===== src/rtl/swseq_pkg.sv =====
// -----------------------------------------------------------------------------
// swseq_pkg
// Shared types and constants for the switch sequencer.
//   state_e   : sequencer state, value doubles as the LED debug phase code
//   PAT_W     : width of the captured switch pattern
//   ROT_STEPS : rotations performed in ROTATE (one full turn of the pattern)
//   rotl1     : rotate a pattern left by one bit, MSB wraps into bit 0
// -----------------------------------------------------------------------------
package swseq_pkg;

  localparam int PAT_W     = 8;
  localparam int ROT_STEPS = 8;

  typedef enum logic [1:0] {
    IDLE   = 2'd0,
    SHOW   = 2'd1,
    INVERT = 2'd2,
    ROTATE = 2'd3
  } state_e;

  function automatic logic [PAT_W-1:0] rotl1(input logic [PAT_W-1:0] v);
    return {v[PAT_W-2:0], v[PAT_W-1]};
  endfunction

endpackage


===== src/rtl/key_debounce.sv =====
// -----------------------------------------------------------------------------
// key_debounce
// Synchronizes the raw active-low push button, filters bounce and emits a
// one-cycle pulse when the filtered level goes from released (1) to
// pressed (0). Release produces no pulse.
//
// Ports:
//   clk      : board clock
//   rst_n    : asynchronous active-low reset
//   i_key_n  : raw push button, active-low, asynchronous, bouncy
//   o_press  : single-cycle pulse on each accepted press
//
// Parameter DB_CYCLES: consecutive cycles the synchronized level must differ
// from the accepted level before the change is taken.
// -----------------------------------------------------------------------------
module key_debounce
  import swseq_pkg::*;
#(
  parameter int DB_CYCLES = 500000
) (
  input  logic clk,
  input  logic rst_n,
  input  logic i_key_n,
  output logic o_press
);

  localparam int CW = $clog2(DB_CYCLES + 1);
  localparam logic [CW-1:0] CNT_LAST = CW'(DB_CYCLES);

  logic          r_sync1;
  logic          r_sync2;
  logic          r_db;
  logic [CW-1:0] r_cnt;
  logic          r_press;

  always_ff @(posedge clk or negedge rst_n) begin
    if (!rst_n) begin
      r_sync1 <= 1'b1;
      r_sync2 <= 1'b1;
      r_db    <= 1'b1;
      r_cnt   <= '0;
      r_press <= 1'b0;
    end else begin
      r_sync1 <= i_key_n;
      r_sync2 <= r_sync1;
      r_press <= 1'b0;
      if (r_sync2 == r_db) begin
        r_cnt <= '0;
      end else if (r_cnt == CNT_LAST) begin
        // Level accepted: flip, and flag a press only on the 1->0 direction.
        r_db    <= ~r_db;
        r_cnt   <= '0;
        r_press <= r_db;
      end else begin
        r_cnt <= r_cnt + 1'b1;
      end
    end
  end

  assign o_press = r_press;

endmodule


===== src/rtl/switch_sequencer.sv =====
// -----------------------------------------------------------------------------
// switch_sequencer
// Captures the slide switches on a debounced key press and plays a timed
// display sequence into the switch-to-LED datapath:
//   SHOW   : pattern passed through          (HOLD_TICKS ticks)
//   INVERT : pattern with datapath inverting (HOLD_TICKS ticks)
//   ROTATE : pattern rotated left once per tick, eight times
// then back to IDLE. A press in any state recaptures and restarts at SHOW.
//
// Build option: define SWSEQ_LOOP_EN to make ROTATE completion return to SHOW
// (continuous looping until reset or the next press) instead of IDLE.
//
// Ports:
//   clk    : 50 MHz board clock
//   rst_n  : asynchronous active-low reset
//   sw     : raw slide switches, sampled only when a press is taken
//   key_n  : raw push button, active-low
//   a_out  : value to datapath a input (registered)
//   b_out  : datapath select, 1 = pass, 0 = invert (registered)
//   busy   : high whenever the sequencer is not IDLE
//   phase  : current state code for LED debug
// -----------------------------------------------------------------------------
module switch_sequencer
  import swseq_pkg::*;
#(
  parameter int TICK_DIV   = 50000000,
  parameter int DB_CYCLES  = 500000,
  parameter int HOLD_TICKS = 2
) (
  input  logic             clk,
  input  logic             rst_n,
  input  logic [PAT_W-1:0] sw,
  input  logic             key_n,
  output logic [PAT_W-1:0] a_out,
  output logic             b_out,
  output logic             busy,
  output logic [1:0]       phase
);

  localparam int TW = $clog2(TICK_DIV);
  localparam int HW = $clog2(HOLD_TICKS + 1);
  localparam logic [TW-1:0] TICK_LAST = TW'(TICK_DIV - 1);
  localparam logic [HW-1:0] HOLD_LAST = HW'(HOLD_TICKS - 1);
  localparam logic [2:0]    ROT_LAST  = 3'(ROT_STEPS - 1);

  state_e           r_state;
  logic [PAT_W-1:0] r_pat;
  logic [TW-1:0]    r_tick_cnt;
  logic [HW-1:0]    r_hold_cnt;
  logic [2:0]       r_rot_cnt;
  logic [PAT_W-1:0] r_a_out;
  logic             r_b_out;

  state_e           w_state_nxt;
  logic [PAT_W-1:0] w_pat_nxt;
  logic [2:0]       w_rot_nxt;
  logic             w_clr;
  logic             w_press;
  logic             w_tick;
  logic             w_hold_done;
  logic [PAT_W-1:0] w_a_nxt;
  logic             w_b_nxt;

  key_debounce #(
    .DB_CYCLES(DB_CYCLES)
  ) u_key_debounce (
    .clk     (clk),
    .rst_n   (rst_n),
    .i_key_n (key_n),
    .o_press (w_press)
  );

  assign w_tick      = (r_tick_cnt == TICK_LAST);
  assign w_hold_done = w_tick && (r_hold_cnt == HOLD_LAST);

  // State register
  always_ff @(posedge clk or negedge rst_n) begin
    if (!rst_n) begin
      r_state <= IDLE;
    end else begin
      r_state <= w_state_nxt;
    end
  end

  // Pattern, counters and registered outputs
  always_ff @(posedge clk or negedge rst_n) begin
    if (!rst_n) begin
      r_pat      <= '0;
      r_tick_cnt <= '0;
      r_hold_cnt <= '0;
      r_rot_cnt  <= '0;
      r_a_out    <= '0;
      r_b_out    <= 1'b1;
    end else begin
      r_pat     <= w_pat_nxt;
      r_rot_cnt <= w_rot_nxt;
      r_a_out   <= w_a_nxt;
      r_b_out   <= w_b_nxt;
      // Every state change restarts timing so each state gets full ticks.
      if (w_clr) begin
        r_tick_cnt <= '0;
        r_hold_cnt <= '0;
      end else if (w_tick) begin
        r_tick_cnt <= '0;
        r_hold_cnt <= r_hold_cnt + 1'b1;
      end else begin
        r_tick_cnt <= r_tick_cnt + 1'b1;
      end
    end
  end

  // Next-state logic; press outranks any tick-driven move.
  always_comb begin
    w_state_nxt = r_state;
    w_pat_nxt   = r_pat;
    w_rot_nxt   = r_rot_cnt;
    w_clr       = 1'b0;
    if (w_press) begin
      w_state_nxt = SHOW;
      w_pat_nxt   = sw;
      w_rot_nxt   = '0;
      w_clr       = 1'b1;
    end else begin
      unique case (r_state)
        IDLE: begin
        end
        SHOW: begin
          if (w_hold_done) begin
            w_state_nxt = INVERT;
            w_clr       = 1'b1;
          end
        end
        INVERT: begin
          if (w_hold_done) begin
            w_state_nxt = ROTATE;
            w_rot_nxt   = '0;
            w_clr       = 1'b1;
          end
        end
        ROTATE: begin
          if (w_tick) begin
            w_pat_nxt = rotl1(r_pat);
            w_rot_nxt = r_rot_cnt + 1'b1;
            // Eighth rotation brings the pattern back to its captured value.
            if (r_rot_cnt == ROT_LAST) begin
`ifdef SWSEQ_LOOP_EN
              w_state_nxt = SHOW;
`else
              w_state_nxt = IDLE;
`endif
              w_clr = 1'b1;
            end
          end
        end
        default: begin
          w_state_nxt = IDLE;
        end
      endcase
    end
  end

  // Output decode from the upcoming state so outputs register with it.
  always_comb begin
    w_a_nxt = '0;
    w_b_nxt = 1'b1;
    unique case (w_state_nxt)
      IDLE: begin
        w_a_nxt = '0;
        w_b_nxt = 1'b1;
      end
      SHOW: begin
        w_a_nxt = w_pat_nxt;
        w_b_nxt = 1'b1;
      end
      INVERT: begin
        w_a_nxt = w_pat_nxt;
        w_b_nxt = 1'b0;
      end
      ROTATE: begin
        w_a_nxt = w_pat_nxt;
        w_b_nxt = 1'b1;
      end
      default: begin
        w_a_nxt = '0;
        w_b_nxt = 1'b1;
      end
    endcase
  end

  assign a_out = r_a_out;
  assign b_out = r_b_out;
  assign busy  = (r_state != IDLE);
  assign phase = r_state;

endmodule


===== config.mk =====
export PLATFORM = sky130hd
export DESIGN_NAME = switch_sequencer
export DESIGN_NICKNAME = d
export VERILOG_FILES = /design/src/rtl/swseq_pkg.sv /design/src/rtl/key_debounce.sv /design/src/rtl/switch_sequencer.sv
export SDC_FILE = /design/constraint.sdc
export NUM_CORES = 1
export LEC_CHECK = 0
export ABC_AREA = 0
export BUFFER_PORTS_ARGS = -buffer_cell sky130_fd_sc_hd__buf_2
export CAP_MARGIN = 20
export CORE_UTILIZATION = 45
export DETAILED_ROUTE_END_ITERATION = 10
export GPL_TIMING_DRIVEN = 0
export SLEW_MARGIN = 20
export SYNTH_ARGS = -nofsm -noshare
export SYNTH_HDL_FRONTEND = slang
export SYNTH_HIERARCHICAL = 1
export SYNTH_SLANG_ARGS = --single-unit
export TNS_END_PERCENT = 10

===== constraint.sdc =====
create_clock -name clk -period 5.65 [get_ports clk]
set_input_delay 0.565 -clock clk [delete_from_list [all_inputs] [get_ports clk]]
set_output_delay 0.565 -clock clk [all_outputs]
set_load 0.05 [all_outputs]

==> run_summary.xml <==
<?xml version="1.0" encoding="UTF-8"?>
<metrics>
  <group name="cts">
    <metric name="clockBufferDepth" unit="">2</metric>
    <metric name="post_cts_resize_count" unit="">0</metric>
    <metric name="tritoncts_num_sinks" unit="">73</metric>
    <metric name="tritoncts.num_buffers" unit="">9</metric>
    <metric name="postCtsSetupRepairBufs" unit="">0</metric>
    <metric name="root_buffer" unit="">sky130_fd_sc_hd__clkbuf_8</metric>
    <metric name="clk_pin_slew" unit="ns">0.09</metric>
    <metric name="cts_max_level" unit="">3</metric>
    <metric name="cts_tree" unit="">built</metric>
    <metric name="insertion_delay" unit="ns">0.35</metric>
    <metric name="cts_hold_buf" unit="">0</metric>
  </group>
  <group name="die">
    <metric name="ioPinCount" unit="">23</metric>
    <metric name="die-height" unit="µm">93.2</metric>
    <metric name="die_x" unit="µm">93.2</metric>
    <metric name="core_area" unit="µm²">7890</metric>
    <metric name="num_rows" unit="">32</metric>
    <metric name="initial_cell_density_of_the_core" unit="%">47.4</metric>
    <metric name="fp.dieArea" unit="µm²">8680</metric>
  </group>
  <group name="global_route">
    <metric name="grt_antenna_before_repair" unit="">0</metric>
    <metric name="grt_use_met2" unit="%">28.9</metric>
    <metric name="grt_util_met3" unit="%">5.77</metric>
    <metric name="first_global_vias" unit="">2695</metric>
    <metric name="gr-max-usage-layer" unit="">met2</metric>
    <metric name="grt_start_max_net_pins" unit="">49</metric>
    <metric name="grt_first_pass_wirelength" unit="µm">12700</metric>
    <metric name="grt.total_usage" unit="%">18.7</metric>
    <metric name="global_route.usage.met1" unit="%">25.5</metric>
    <metric name="globalRouteOverflowTotal" unit="">0</metric>
  </group>
  <group name="finish">
    <metric name="drive_gt1_share" unit="%">19.8</metric>
    <metric name="finalNonFillerCells" unit="">501</metric>
    <metric name="syn2layout_area_growth" unit="%">13.0</metric>
    <metric name="fill_cells" unit="">718</metric>
    <metric name="antenna_cells" unit="">0</metric>
    <metric name="post-route-util" unit="%">53.6</metric>
    <metric name="design_area" unit="µm²">4230</metric>
    <metric name="design.final.nets" unit="">416</metric>
  </group>
  <group name="route">
    <metric name="avgViaCountPerCell" unit="">5.36</metric>
    <metric name="ant_nets" unit="">0</metric>
    <metric name="routed-via-count" unit="">2685</metric>
    <metric name="drt_iter0_drc" unit="">113</metric>
    <metric name="detail_route.first_pass.iterations" unit="">4</metric>
    <metric name="post_route_drc" unit="">0</metric>
    <metric name="drt-wirelength-per-cell" unit="µm">14.4</metric>
    <metric name="routed_wl" unit="µm">7210</metric>
  </group>
  <group name="place">
    <metric name="dpl-instance-area" unit="µm²">4010</metric>
    <metric name="place_inst" unit="">485</metric>
    <metric name="io_buffers" unit="">22</metric>
    <metric name="dp_hpwl" unit="µm">4990</metric>
    <metric name="gpl.final_weighted_congestion" unit="">0.760</metric>
    <metric name="preCtsSetupSlack" unit="ns">2.94</metric>
  </group>
  <group name="yosys">
    <metric name="synth-adder-area-share" unit="%">3.68</metric>
    <metric name="synth_simple_gate_area_share" unit="%">22.4</metric>
    <metric name="postSynth.asyncResetShare" unit="%">100</metric>
    <metric name="mappedNetlistArea" unit="µm²">3740</metric>
    <metric name="synth_enable_flop_cells" unit="">0</metric>
    <metric name="compound_gate_portion_of_the_synthesized_area" unit="%">9.80</metric>
    <metric name="synthXorXnorAreaFrac" unit="%">7.96</metric>
    <metric name="muxShareOfSynthArea" unit="%">3.01</metric>
    <metric name="yosys_warnings" unit="">6</metric>
    <metric name="synth_cells" unit="">360</metric>
    <metric name="ys_ff_latch" unit="">73</metric>
    <metric name="synth_nets" unit="">382</metric>
    <metric name="avgSynthCellArea" unit="µm²">10.4</metric>
    <metric name="main_combinational_cell_family_by_area_after_synthesis" unit="">simple AND/OR/NAND/NOR gates</metric>
    <metric name="synth_seq_area_share" unit="%">49.0</metric>
    <metric name="ys.flop_type" unit="">sky130_fd_sc_hd__dfrtp_1</metric>
    <metric name="synth_cell_types" unit="">53</metric>
  </group>
  <group name="power_and_ir_drop">
    <metric name="worst_ir_drop_vdd" unit="mV">0.143</metric>
    <metric name="finalPower" unit="mW">1.02</metric>
    <metric name="leakage" unit="nW">1.92</metric>
    <metric name="cellPowerDensity" unit="nW/µm²">240</metric>
  </group>
  <group name="sta">
    <metric name="timing.fmax" unit="GHz">0.362</metric>
    <metric name="fin_skew" unit="ns">0.0130</metric>
    <metric name="final.period_utilization" unit="%">48.9</metric>
    <metric name="final.hold.worst_slack" unit="ns">0.113</metric>
    <metric name="transition_at_the_pin_with_the_smallest_max_transition_slack" unit="ns">0.729</metric>
    <metric name="drv_slew" unit="">0</metric>
    <metric name="slew-limit-headroom" unit="%">51.2</metric>
    <metric name="setup-tns-final" unit="ns">0</metric>
    <metric name="period_needed" unit="ns">2.76</metric>
    <metric name="finalWorstSetupSlack" unit="ns">2.89</metric>
    <metric name="grt_setup_unrepaired" unit="">false</metric>
    <metric name="setup_viol_count_final" unit="">0</metric>
    <metric name="final_hold_viol_count" unit="">0</metric>
  </group>
  <group name="critical_path">
    <metric name="category_of_the_worst_setup_path_capture_point" unit="">register</metric>
    <metric name="cp_data_arrival_time" unit="ns">2.94</metric>
    <metric name="worstPathRequired" unit="ns">5.83</metric>
    <metric name="worst_r2r_startpoint" unit="">r_tick_cnt[8]</metric>
    <metric name="reg2reg_to" unit="">a_out[5]</metric>
    <metric name="setup.reg_to_reg.worst_slack" unit="ns">2.89</metric>
    <metric name="crit_type" unit="">reg -&gt; reg</metric>
    <metric name="worst_setup_path_start_kind" unit="">register</metric>
    <metric name="timing.reg2reg.worst_path_depth" unit="">5</metric>
    <metric name="critPathMaxFanout" unit="">10</metric>
  </group>
  <group name="flow_run">
    <metric name="cap_violations" unit="">0</metric>
  </group>
  <group name="min_path">
    <metric name="hp-class" unit="">in -&gt; async</metric>
  </group>
  <group name="run_status">
    <metric name="outcome" unit="">finished clean</metric>
  </group>
</metrics>
## area by class of cell
cell class                 count  area, µm²  area share [%]
multi-input combinational    256       1750            41.4
clock buffer                   9        124            2.93
clock inverter                 7       95.1            2.25
tap                          102        128            3.02
sequential                    73       1830            43.3
buffer                        11       81.3            1.92
timing repair buffer          23        140            3.32
inverter                      20       75.1            1.78
## metal layers
metal / share of wire, % / vias up / routed length, µm
li1: - / 1345 / -
met1: 50 / 1305 / 3570
met2: 46 / 28 / 3340
met3: 3.2 / 7 / 234
met4: 0.89 / 0 / 64
met5: 0 / - / 0
## worst max-delay path by stage
stage               end          start
2_1_floorplan  a_out[0]  r_tick_cnt[8]
3_3_place_gp   a_out[7]  r_tick_cnt[8]
3_5_place_dp   a_out[7]  r_tick_cnt[8]
4_1_cts        a_out[7]  r_tick_cnt[8]
5_1_grt        a_out[3]  r_tick_cnt[8]
6_report       a_out[5]  r_tick_cnt[8]
## state kept, by name, indices dropped and copies added (netlist names)
register / flops
u_key_debounce/r_sync2: 1
b_out: 1
u_key_debounce/o_press: 1
u_key_debounce/r_cnt: 19
r_pat: 8
u_key_debounce/r_sync1: 1
r_tick_cnt: 26
r_rot_cnt: 3
u_key_debounce/r_db: 1
a_out: 8
r_hold_cnt: 2
phase: 2
## report_power, final
group | internal [mW] | switching [mW]
clock network | 0.248 | 0.204
registers | 0.528 | 0.00479
logic | 0.0117 | 0.0188
## cell usage after synthesis, types with 2 or more instances
cell type	number	area, µm²
sky130_fd_sc_hd__a21oi_1	18	90.1
sky130_fd_sc_hd__a221oi_1	8	70.1
sky130_fd_sc_hd__a22o_1	2	17.5
sky130_fd_sc_hd__a41oi_1	2	17.5
sky130_fd_sc_hd__and2_1	2	12.5
sky130_fd_sc_hd__and3_1	2	12.5
sky130_fd_sc_hd__and4_1	4	35.0
sky130_fd_sc_hd__and4_2	4	40.0
sky130_fd_sc_hd__buf_2	5	25.0
sky130_fd_sc_hd__clkbuf_2	2	10.0
sky130_fd_sc_hd__clkbuf_8	2	27.5
sky130_fd_sc_hd__dfrtp_1	69	1730
sky130_fd_sc_hd__dfstp_2	4	105
sky130_fd_sc_hd__ha_1	11	138
sky130_fd_sc_hd__inv_1	19	71.3
sky130_fd_sc_hd__mux2_2	2	22.5
sky130_fd_sc_hd__mux2i_1	9	90.1
sky130_fd_sc_hd__nand2_1	17	63.8
sky130_fd_sc_hd__nand3_1	14	70.1
sky130_fd_sc_hd__nand4_1	11	68.8
sky130_fd_sc_hd__nor2_1	56	210
sky130_fd_sc_hd__nor3_1	8	40.0
sky130_fd_sc_hd__nor3b_1	2	15.0
sky130_fd_sc_hd__nor4_1	5	31.3
sky130_fd_sc_hd__nor4b_1	2	17.5
sky130_fd_sc_hd__o21ai_0	9	45.0
sky130_fd_sc_hd__o31ai_1	3	22.5
sky130_fd_sc_hd__o41ai_4	2	55.1
sky130_fd_sc_hd__or3_1	3	18.8
sky130_fd_sc_hd__or3_2	3	22.5
sky130_fd_sc_hd__or4_1	4	30.0
sky130_fd_sc_hd__or4_4	2	22.5
sky130_fd_sc_hd__or4b_4	2	27.5
sky130_fd_sc_hd__xnor2_1	21	184
sky130_fd_sc_hd__xor2_1	13	114
## cell families after synthesis
kind of cell,after synthesis
flip-flops,73
buffers and inverters,31
multiplexers,11
adder cells (fa/ha/maj),11
XOR/XNOR,34
AND/OR/NAND/NOR,151
AO/OA/AOI/OAI,49
## critical path: stages, from the launching register on
cell and delay, ns:
sky130_fd_sc_hd__dfrtp_1 0.45, sky130_fd_sc_hd__or4b_4 0.59, sky130_fd_sc_hd__nor3_1 0.32, sky130_fd_sc_hd__a41oi_1 0.23, sky130_fd_sc_hd__o41ai_4 0.77, sky130_fd_sc_hd__a221oi_1 0.23
## cells in the final DEF (no fill, tap or decap), drive strengths merged, types with 13 or more instances in the layout
cell type / n
dfrtp: 69
nor2: 56
buf: 30
xnor2: 21
inv: 20
a21oi: 19
nand2: 17
nand3: 15
xor2: 13
clkbuf: 13
Power figures use the tool's default switching activity.
